[config.mk]
export PLATFORM = sky130hd
export DESIGN_NAME = mult_div_unit
export DESIGN_NICKNAME = d
export VERILOG_FILES = /design/src/rtl/mult_div_unit_pkg.sv /design/src/rtl/mdu_abs_neg.sv /design/src/rtl/mult_div_unit.sv
export SDC_FILE = /design/constraint.sdc
export NUM_CORES = 1
export LEC_CHECK = 0
export BUFFER_PORTS_ARGS = -buffer_cell sky130_fd_sc_hd__buf_2
export CAP_MARGIN = 40
export CORE_MARGIN = 5
export CORE_UTILIZATION = 45
export DETAILED_ROUTE_END_ITERATION = 7
export HOLD_SLACK_MARGIN = 0.12
export SLEW_MARGIN = 5
export SYNTH_ARGS = -nofsm -noshare
export SYNTH_HDL_FRONTEND = slang
export SYNTH_HIERARCHICAL = 1
export SYNTH_SLANG_ARGS = --single-unit
[constraint.sdc]
create_clock -name Clock -period 4.4 [get_ports Clock]
set_input_delay 1.1 -clock Clock [delete_from_list [all_inputs] [get_ports Clock]]
set_output_delay 1.1 -clock Clock [all_outputs]
set_load 0.05 [all_outputs]
[src/rtl/mult_div_unit_pkg.sv]
// Shared definitions for the iterative multiply/divide unit: operation and
// state encodings, datapath width and the divide-by-zero quotient pattern.
package mdu_defs;

  localparam int WIDTH = 32;

  typedef enum logic [1:0] {
    OP_MULTU = 2'b00,
    OP_MULT  = 2'b01,
    OP_DIVU  = 2'b10,
    OP_DIV   = 2'b11
  } op_e;

  typedef enum logic [1:0] {
    S_IDLE = 2'b00,
    S_ITER = 2'b01,
    S_FIX  = 2'b10
  } state_e;

  localparam logic [WIDTH-1:0] DIV0_QUOTIENT = 32'hFFFF_FFFF;

  // Bit 0 of the op selects signed handling, bit 1 selects divide.
  function automatic logic op_is_signed(input op_e op);
    return op[0];
  endfunction

  function automatic logic op_is_div(input op_e op);
    return op[1];
  endfunction

endpackage

[src/rtl/mdu_abs_neg.sv]
// Combinational conditional two's-complement negate. When neg is set the
// value is inverted and carry_in is added, so a single word uses carry_in=1
// and the upper word of a wider negate takes the lower word's carry.
module mdu_abs_neg #(
  parameter int WIDTH = 32
) (
  input  logic             neg,
  input  logic             carry_in,
  input  logic [WIDTH-1:0] value,
  output logic [WIDTH-1:0] result
);

  // Invert-and-increment when negating, pass through otherwise.
  always_comb begin
    result = (neg ? ~value : value) + {{(WIDTH-1){1'b0}}, neg & carry_in};
  end

endmodule

[src/rtl/mult_div_unit.sv]
// Iterative MIPS-style MULT/MULTU/DIV/DIVU unit. Every op runs a fixed
// 32-step shift-add or restoring-divide loop on operand magnitudes, followed
// by a single sign-fixup cycle, so results always land 33 cycles after Start.
module mult_div_unit #(
  parameter int WIDTH      = 32,
  parameter int ITERATIONS = 32
) (
  input  logic             Clock,
  input  logic             Reset_n,
  input  logic             Start,
  input  logic [1:0]       Op,
  input  logic [WIDTH-1:0] Operand_A,
  input  logic [WIDTH-1:0] Operand_B,
  output logic             Busy,
  output logic             Done,
  output logic [WIDTH-1:0] Hi,
  output logic [WIDTH-1:0] Lo,
  output logic             Div_By_Zero
);

  import mdu_defs::*;

  localparam int CNT_W = $clog2(ITERATIONS);
  localparam logic [CNT_W-1:0] LAST_ITER = CNT_W'(ITERATIONS - 1);

  state_e           state, state_next;
  logic [CNT_W-1:0] count;
  op_e              op_q;
  logic [WIDTH-1:0] a_q;        // raw dividend, returned as Hi on divide-by-zero
  logic [WIDTH-1:0] b_mag;      // multiplicand / divisor magnitude
  logic [WIDTH-1:0] work_hi;    // product upper word / partial remainder
  logic [WIDTH-1:0] work_lo;    // multiplier shifting out / quotient shifting in
  logic             neg_a, neg_b;

  // Operand magnitudes, taken only for signed ops.
  logic             in_neg_a, in_neg_b;
  logic [WIDTH-1:0] a_mag_in, b_mag_in;

  assign in_neg_a = Op[0] & Operand_A[WIDTH-1];
  assign in_neg_b = Op[0] & Operand_B[WIDTH-1];

  mdu_abs_neg #(.WIDTH(WIDTH)) u_abs_a (
    .neg      (in_neg_a),
    .carry_in (1'b1),
    .value    (Operand_A),
    .result   (a_mag_in)
  );

  mdu_abs_neg #(.WIDTH(WIDTH)) u_abs_b (
    .neg      (in_neg_b),
    .carry_in (1'b1),
    .value    (Operand_B),
    .result   (b_mag_in)
  );

  // One iteration step: shift-add for multiply, trial subtract for divide.
  logic [WIDTH:0]   mul_sum;
  logic [WIDTH:0]   div_shift;
  logic [WIDTH+1:0] div_diff;
  logic             div_borrow;
  logic [WIDTH-1:0] step_hi, step_lo;

  always_comb begin
    mul_sum    = {1'b0, work_hi} + (work_lo[0] ? {1'b0, b_mag} : '0);
    div_shift  = {work_hi, work_lo[WIDTH-1]};
    div_diff   = {1'b0, div_shift} - {2'b00, b_mag};
    div_borrow = |div_diff[WIDTH+1:WIDTH];
    step_hi    = work_hi;
    step_lo    = work_lo;
    if (op_is_div(op_q)) begin
      if (div_borrow) begin
        step_hi = div_shift[WIDTH-1:0];
        step_lo = {work_lo[WIDTH-2:0], 1'b0};
      end else begin
        step_hi = div_diff[WIDTH-1:0];
        step_lo = {work_lo[WIDTH-2:0], 1'b1};
      end
    end else begin
      step_hi = mul_sum[WIDTH:1];
      step_lo = {mul_sum[0], work_lo[WIDTH-1:1]};
    end
  end

  // Sign fixup. For multiply the two halves form one 64-bit negate: the
  // carry out of ~lo + 1 is set exactly when lo is zero, and feeds the upper
  // half. For divide the halves negate independently (quotient by sign
  // difference, remainder by dividend sign).
  logic             is_div, sign_diff, lo_neg, hi_neg, hi_cin, div0;
  logic [WIDTH-1:0] fix_hi, fix_lo, hi_res, lo_res;

  always_comb begin
    is_div    = op_is_div(op_q);
    sign_diff = op_is_signed(op_q) & (neg_a ^ neg_b);
    lo_neg    = sign_diff;
    hi_neg    = is_div ? (op_is_signed(op_q) & neg_a) : sign_diff;
    hi_cin    = is_div ? 1'b1 : (work_lo == '0);
    div0      = is_div & (b_mag == '0);
    hi_res    = div0 ? a_q : fix_hi;
    lo_res    = div0 ? DIV0_QUOTIENT : fix_lo;
  end

  mdu_abs_neg #(.WIDTH(WIDTH)) u_fix_lo (
    .neg      (lo_neg),
    .carry_in (1'b1),
    .value    (work_lo),
    .result   (fix_lo)
  );

  mdu_abs_neg #(.WIDTH(WIDTH)) u_fix_hi (
    .neg      (hi_neg),
    .carry_in (hi_cin),
    .value    (work_hi),
    .result   (fix_hi)
  );

  // State register.
  always_ff @(posedge Clock or negedge Reset_n) begin
    if (!Reset_n) begin
      state <= S_IDLE;
    end else begin
      state <= state_next;
    end
  end

  // Next-state and Busy decode.
  always_comb begin
    state_next = state;
    Busy       = 1'b1;
    case (state)
      S_IDLE: begin
        Busy = 1'b0;
        if (Start) state_next = S_ITER;
      end
      S_ITER: if (count == LAST_ITER) state_next = S_FIX;
      S_FIX:  state_next = S_IDLE;
      default: begin
        Busy       = 1'b0;
        state_next = S_IDLE;
      end
    endcase
  end

  // Operand latch, iteration datapath and result registers.
  always_ff @(posedge Clock or negedge Reset_n) begin
    if (!Reset_n) begin
      count       <= '0;
      op_q        <= OP_MULTU;
      a_q         <= '0;
      b_mag       <= '0;
      work_hi     <= '0;
      work_lo     <= '0;
      neg_a       <= 1'b0;
      neg_b       <= 1'b0;
      Hi          <= '0;
      Lo          <= '0;
      Div_By_Zero <= 1'b0;
      Done        <= 1'b0;
    end else begin
      Done <= 1'b0;
      case (state)
        S_IDLE: begin
          if (Start) begin
            op_q    <= op_e'(Op);
            a_q     <= Operand_A;
            b_mag   <= b_mag_in;
            neg_a   <= in_neg_a;
            neg_b   <= in_neg_b;
            work_hi <= '0;
            work_lo <= a_mag_in;
            count   <= '0;
          end
        end
        S_ITER: begin
          work_hi <= step_hi;
          work_lo <= step_lo;
          count   <= count + 1'b1;
        end
        S_FIX: begin
          Hi          <= hi_res;
          Lo          <= lo_res;
          Div_By_Zero <= div0;
          Done        <= 1'b1;
        end
        default: ;
      endcase
    end
  end

endmodule

==> results.yml, run 1 <==
run_status:
  outcome: "completed"
final_layout:
  drive_above_1_share: 0.184
  fin_nets: 2582
  syn2layout_area_growth_pct: 12.1
drt:
  vias: 18290
  dr.pass1.iters: 6
  highest_layer: "met5"
  first_iter_violations: 1924
  dr_wl_met3_um: 4380
  vias_per_cell: 6.02
  wl_per_cell_um: 21.3
  routed_wl_um: 64800
  postRouteAntennaNets: 0
  drc_errors: 0
  met1Wirelength_um: 28100
  wl_met2_um: 30300
critical_path:
  critPathSlowestCell: "dfrtp_1"
  max_stage_delay_ns: 0.55
  crit_required_ns: 4.87
  crit_path_end_kind: "flop"
  start_kind: "flop"
  path_common_cell: "a41oi_1"
  worst-setup-path-type: "flop to flop"
  cp_max_fo: 23
  cp_cell_sequence: "inv_1 -> ha_1 -> and3_1 -> and2_1 -> a21oi_1 -> nor2_1 -> a41oi_1 -> o21ai_0 -> nor3_2 -> buf_4 -> or4b_1 -> a41oi_1"
  arrival_ns: 4.12
synthesis:
  syn_avg_cell_area_um2: 8.39
  synth_top_cell_by_area: "dfrtp_1"
  yosysUniqueCellTypes: 101
  netlist_instances: 2351
  synth-main-ff-cell: "dfrtp_1"
  yosysSeqAreaShare: 0.260
  synth.most_common_cell: "nor2_1"
  synthTopCellsByCount: "nor2_1 (215), dfrtp_1 (205), xnor2_1 (197)"
  synth_edf_count: 0
  synthMuxAreaShare: 0.0869
  synthSimpleGateAreaFrac: 0.233
  synth_top_family_by_area: "simple AND/OR/NAND/NOR gates"
  synth_seq_cells: 205
  yosys-top-cells-area: "dfrtp_1 (26%), xnor2_1 (8.7%), ha_1 (4.9%), a21oi_1 (4.7%), mux2i_1 (4.5%)"
  synthXorXnorAreaFrac: 0.122
  async_flop_share: 1.00
  synth_compound_area_frac: 0.201
  synth_top_cell_area_share: 0.260
  synth_area_um2: 19700
  ys.warnings.count: 6
  synth_fa_ha_area_frac: 0.0509
floorplanning:
  die_h_um: 219
  rows: 76
  die_w_um: 219
  io_pins: 136
  core_um2: 43300
  initial_core_util: 0.456
  die_area_um2: 48100
timing:
  hold_viol: 0
  fin_ws_ns: 0.752
  tightest_slew_ns: 0.870
  slew_headroom: 0.420
  slew_viol_final: 0
  period_needed_ns: 3.65
  max_freq_ghz: 0.274
  tns_ns: 0
  rsz0062_at_grt: "no"
  fin_crit_sh: 0.829
  clock_skew_ns: 0.0243
  finalSetupViolations: 0
grt:
  grt_pass1_vias: 17546
  antenna_found_initial: 3
  grt_max_degree: 92
  gr-total-overflow: 0
  track_usage: 0.263
  grt_pass1_wl_um: 102000
power_and_ir_drop:
  power_density_nw_per_um2: 631
  leakagePower_uw: 0.00883
  p_total_uw: 14000
  ir_drop_uv: 397
worst_hold_path:
  hold_path.class: "flop to flop"
placement:
  dp_slack_ns: 0.675
  portBuffers: 135
  place_congestion: 0.952
  post-dp-hpwl_um: 49600
clock_tree:
  post_cts_buffers: 0
  cts.sinks: 205
  holdBufCountCts: 0
  clockRootBuffer: "clkbuf_16"
  htree_levels: 1
  cts_resized: 0
  clk_latency_ns: 0.56
  cts_made_buffers: 26
  clockBufferDepth: 3
  cts_tree: "yes"
  path_clk_slew_ns: 0.06
flow_run:
  maxCapViolCount: 0
-- per-stage QoR --
| step | cell area, µm² | util | std cells | hold WS, ns |
|---|---|---|---|---|
| CTS | 22100 | 0.511 | 3038 | 0.506 |
| detailed placement | 21100 | 0.488 | 2991 | 0.494 |
| finish | 22100 | 0.511 | 3039 | 0.505 |
| global placement | 21100 | 0.487 | 2989 | 0.486 |
| floorplan | 19700 | - | 2353 | 0.479 |
| global route | 22100 | 0.511 | 3038 | 0.512 |
-- critical path: cells and delay by family, from the launching register on --
family / cells / cell delay, ns
and+or+nand+nor: 5 / 1.36
AOI/OAI and AO/OA: 4 / 0.82
DFF: 1 / 0.55
adders and majority gates: 1 / 0.49
buffers and inverters: 2 / 0.34
-- final cells by class --
type	instances	area (µm²)
inverters	69	259
clock buffers	34	732
flip-flops and latches	205	5130
well taps	585	732
diodes	1	2.50
clock inverters	13	245
repair buffers	200	1270
fillers	4154	21200
multi-input cells	1932	13700
-- report_power, final --
group | internal, µW | switching [µW]
clock network | 1580 | 882
logic | 3340 | 4850
registers | 2440 | 863
total | 7360 | 6590
-- registers in the layout, summed over array words and instances (netlist names) --
name	count
neg_a	1
neg_b	1
op_q	2
Div_By_Zero	1
Hi	32
work_hi	32
b_mag	32
state	2
a_q	32
work_lo	32
Done	1
count	5
Lo	32
-- kinds of logic (layout without fill, tap and decap cells) --
| kind of cell | count (synthesis) | count (layout) |
|---|---|---|
| other | 1 | 4 |
| adder cells (fa/ha/maj) | 79 | 79 |
| AND/OR/NAND/NOR | 843 | 843 |
| flip-flops | 205 | 205 |
| multiplexers | 162 | 162 |
| XOR/XNOR | 273 | 273 |
| buffers and inverters | 216 | 316 |
| AO/OA/AOI/OAI | 572 | 572 |
-- metal layers --
| layer | track usage | vias up |
|---|---|---|
| li1 | - | 8650 |
| met2 | 0.430 | 673 |
| met1 | 0.365 | 8839 |
| met5 | 0 | - |
| met3 | 0.0415 | 122 |
| met4 | 0.0705 | 6 |
-- worst paths after layout --
path                            startpoint     endpoint  slack, ns  cells after the start
worst min register to register     a_q[14]      a_q[14]       0.50                      1
worst min-delay path               a_q[14]      a_q[14]       0.50                      1
worst max-delay path             b_mag[13]  work_hi[29]       0.75                     12
min in group asynchronous          Reset_n        Hi[5]       0.60                      1
worst max register to register   b_mag[13]  work_hi[29]       0.75                     12
max in group asynchronous          Reset_n       Lo[17]       2.93                      2
-- cells in the final DEF, fill, tap and decap left out, drive strengths merged, types with 16 or more instances in the layout --
| cell type | synthesis | layout |
|---|---|---|
| nor2 | 215 | 215 |
| dfrtp | 205 | 205 |
| buf | 71 | 199 |
| xnor2 | 198 | 198 |
| a21oi | 187 | 187 |
| nand2 | 181 | 181 |
| o21ai | 110 | 110 |
| mux2i | 88 | 88 |
| ha | 77 | 77 |
| xor2 | 75 | 75 |
| mux2 | 74 | 74 |
| inv | 69 | 69 |
| nor4 | 65 | 65 |
| nand3 | 62 | 62 |
| nand2b | 55 | 55 |
| and2 | 52 | 52 |
| o211ai | 48 | 48 |
| nor3 | 39 | 39 |
| clkbuf | 76 | 35 |
| o22ai | 33 | 33 |
| nand4 | 27 | 27 |
| or2 | 27 | 27 |
| nand3b | 26 | 26 |
| a21o | 25 | 25 |
| o32ai | 20 | 20 |
| a31oi | 18 | 18 |
| a22oi | 17 | 17 |
| o21bai | 16 | 16 |
(Power assumes the default switching activity.)
==> run 2, diff against run 1 <==
--- a/config.mk
+++ b/config.mk
@@ -5,6 +5,7 @@
 export SDC_FILE = /design/constraint.sdc
 export NUM_CORES = 1
 export LEC_CHECK = 0
+export ABC_AREA = 1
 export BUFFER_PORTS_ARGS = -buffer_cell sky130_fd_sc_hd__buf_2
 export CAP_MARGIN = 40
 export CORE_MARGIN = 5
==> constraint.sdc (replaced) <==
create_clock -name Clock -period 2.93 [get_ports Clock]
set_input_delay 0.7325 -clock Clock [delete_from_list [all_inputs] [get_ports Clock]]
set_output_delay 0.7325 -clock Clock [all_outputs]
set_load 0.05 [all_outputs]
==> run 2 against run 1 <==
Clock-buffer cell count rose by 5. Critical endpoint is now Hi[12]. Register-to-register slack got worse by 0.58 ns. Largest cell class unchanged. Hold slack got worse by 0.079 ns. Worst setup slack got worse by 0.58 ns. Largest power group unchanged.
==> results.yml, run 2 <==
floorplanning:
  initial_core_util: 0.453
  rows: 80
  die_w_um: 229
  die_h_um: 229
  core_um2: 47500
  io_pins: 136
  die_area_um2: 52400
drt:
  vias_per_cell: 5.13
  first_iter_violations: 1863
  postRouteAntennaNets: 0
  vias: 22902
  highest_layer: "met4"
  wl_met2_um: 33500
  wl_per_cell_um: 16.3
  met1Wirelength_um: 32700
  drc_errors: 0
  dr_wl_met3_um: 3810
  routed_wl_um: 72600
  dr.pass1.iters: 5
grt:
  gr-total-overflow: 0
  grt_pass1_vias: 20992
  antenna_found_initial: 0
  grt_max_degree: 106
  grt_pass1_wl_um: 114000
  track_usage: 0.266
timing:
  tns_ns: 0
  slew_viol_final: 0
  hold_viol: 0
  fin_ws_ns: 0.171
  finalSetupViolations: 0
  max_freq_ghz: 0.362
  rsz0062_at_grt: "yes"
  tightest_slew_ns: 0.664
  clock_skew_ns: 0.0155
  slew_headroom: 0.557
  period_needed_ns: 2.76
  fin_crit_sh: 0.942
critical_path:
  crit_path_end_kind: "flop"
  start_kind: "flop"
  cp_top_family: "simple AND/OR/NAND/NOR gates"
  cp_cell_sequence: "nor4_2 -> buf_4 -> nand4_1 -> o21ai_1 -> buf_4 -> nand2_1 -> inv_1 -> ha_2 -> ha_2 -> nand2_2 -> nor2_4 -> nand2_4 -> nor2_4 -> xor2_2 -> a21oi_2 -> o31ai_2"
  arrival_ns: 3.24
  cp_max_fo: 4
  crit_required_ns: 3.41
  startpoint: "work_lo[30]"
  worst-setup-path-type: "flop to flop"
  max_stage_delay_ns: 0.41
  cp_num_cells: 16
  worstReg2RegEnd: "Hi[12]"
  rrSetupSlack_ns: 0.17
  worst-r2r-cell-count: 16
  rr_startpoint: "work_lo[30]"
  cp-endpoint: "Hi[12]"
  critPathSlowestCell: "dfrtp_1"
  path_buf_inv: 3
synthesis:
  synth_top_cell_by_area: "dfrtp_1"
  synthTopCellsByCount: "nand2_1 (1362), inv_1 (488), nor2_1 (336)"
  synth-main-ff-cell: "dfrtp_1"
  synth_edf_count: 0
  yosysUniqueCellTypes: 49
  async_flop_share: 1.00
  synth_top_cell_area_share: 0.238
  netlist_instances: 3588
  yosysSeqAreaShare: 0.238
  synth_seq_cells: 205
  yosys-top-cells-area: "dfrtp_1 (24%), nand2_1 (24%), inv_1 (8.5%), nor2_1 (5.8%), a21oi_1 (4.9%)"
  synth_area_um2: 21600
  syn_avg_cell_area_um2: 6.01
  synth.most_common_cell: "nand2_1"
  ys.warnings.count: 6
final_layout:
  stdcell_area_um2: 25000
  drive_above_1_share: 0.162
  mostFrequentLayoutCell: "nand2_1"
  antenna_cells: 0
  layout_common_cells: "nand2_1 (1358), inv_1 (487), nor2_1 (333)"
  instances_no_fill: 4460
  syn2layout_area_growth_pct: 15.9
  fin_nets: 3976
  fillers: 5051
power_and_ir_drop:
  leakagePower_uw: 0.0137
  p_total_uw: 29800
  power_density_nw_per_um2: 1190
  ir_drop_uv: 700
clock_tree:
  path_clk_slew_ns: 0.06
  cts_made_buffers: 27
  clk_latency_ns: 0.57
  clockBufferDepth: 3
  cts_tree: "yes"
  cts.sinks: 205
  htree_levels: 1
  clockRootBuffer: "clkbuf_16"
placement:
  portBuffers: 135
  place_congestion: 1.01
  placed_area_um2: 23900
  dp_cells: 4407
  dp_slack_ns: -0.0284
  post-dp-hpwl_um: 59000
flow_run:
  maxCapViolCount: 0
run_status:
  outcome: "completed"
worst_hold_path:
  hold_path.class: "primary input to flop"
## run 2: cell count changes in the layout (fill, tap and decap cells not counted), sizes merged, moves of 55 or more
| cell | previous run | this run |
|---|---|---|
| xnor2 | 198 | 14 |
| nand3 | 62 | 176 |
| nand2b | 55 | 0 |
| buf | 199 | 325 |
| nand2 | 181 | 1464 |
| nor2 | 215 | 402 |
| mux2i | 88 | 0 |
| inv | 69 | 501 |
## run 2: logic make-up (layout without fill, tap and decap cells)
| logic type | after synthesis | in the layout | share of synthesized area |
|---|---|---|---|
| and+or+nand+nor | 2144 | 2144 | 0.428 |
| AOI/OAI and AO/OA | 423 | 423 | 0.112 |
| other | 1 | 3 | 0.000174 |
| muxes | 34 | 34 | 0.0178 |
| adders and majority gates | 79 | 79 | 0.0465 |
| xor gates and xnor gates | 85 | 85 | 0.0359 |
| DFF | 205 | 205 | 0.238 |
| buffers and inverters | 617 | 872 | 0.122 |
## run 2: how the worst min path moves through the flow
stage	start	end	slack [ns]	depth (start not counted)
2_1_floorplan	Reset_n	Div_By_Zero	0.44	0
3_3_place_gp	Div_By_Zero	Div_By_Zero	0.46	1
3_5_place_dp	Hi[2]	Hi[2]	0.47	2
4_1_cts	Op[1]	op_q[1]	0.41	3
5_1_grt	Op[1]	op_q[1]	0.44	3
6_report	Op[1]	op_q[1]	0.43	3
## run 2: area by class of cell
type | count | area, µm² | area share
timing repair buffer | 326 | 2370 | 0.0948
multi-input combinational | 2768 | 14000 | 0.559
clock inverter | 7 | 61.3 | 0.00245
sequential | 205 | 5130 | 0.205
tap | 615 | 769 | 0.0308
clock buffer | 39 | 781 | 0.0312
inverter | 500 | 1910 | 0.0766
## run 2: what timing repair did
| item | in CTS | in global routing |
|---|---|---|
| resized for setup | 0 | 38 |
| endpoints found under the hold margin | 19 | 0 |
| hold buffers | 1 | 0 |
| endpoints found under the setup margin | 0 | 59 |
| setup buffers | 0 | 7 |
## run 2: layer usage
metal | GRT usage | vias up
li1 | - | 11732
met1 | 0.364 | 10418
met2 | 0.447 | 625
met3 | 0.0307 | 127
met4 | 0.0784 | 0
met5 | 0 | -
## run 2: tightest hold or removal path: cells and delay by family
| family | cells | cell delay, ns |
|---|---|---|
| AO/OA/AOI/OAI | 1 | 0.10 |
| AND/OR/NAND/NOR | 1 | 0.03 |
| buffers and inverters | 1 | 0.08 |
## run 2: power breakdown
group | leakage, µW | internal, µW | switching [µW] | total, µW
sequential | 0.00242 | 4180 | 986 | 5170
combinational | 0.0108 | 6950 | 14500 | 21400
clock | 0.000405 | 1840 | 1340 | 3190
## run 2: through the flow
stage / hold WS [ns] / util
CTS: 0.414 / 0.521
finish: 0.426 / 0.526
detailed placement: 0.465 / 0.504
global placement: 0.458 / 0.503
global route: 0.439 / 0.526
floorplan: 0.437 / -
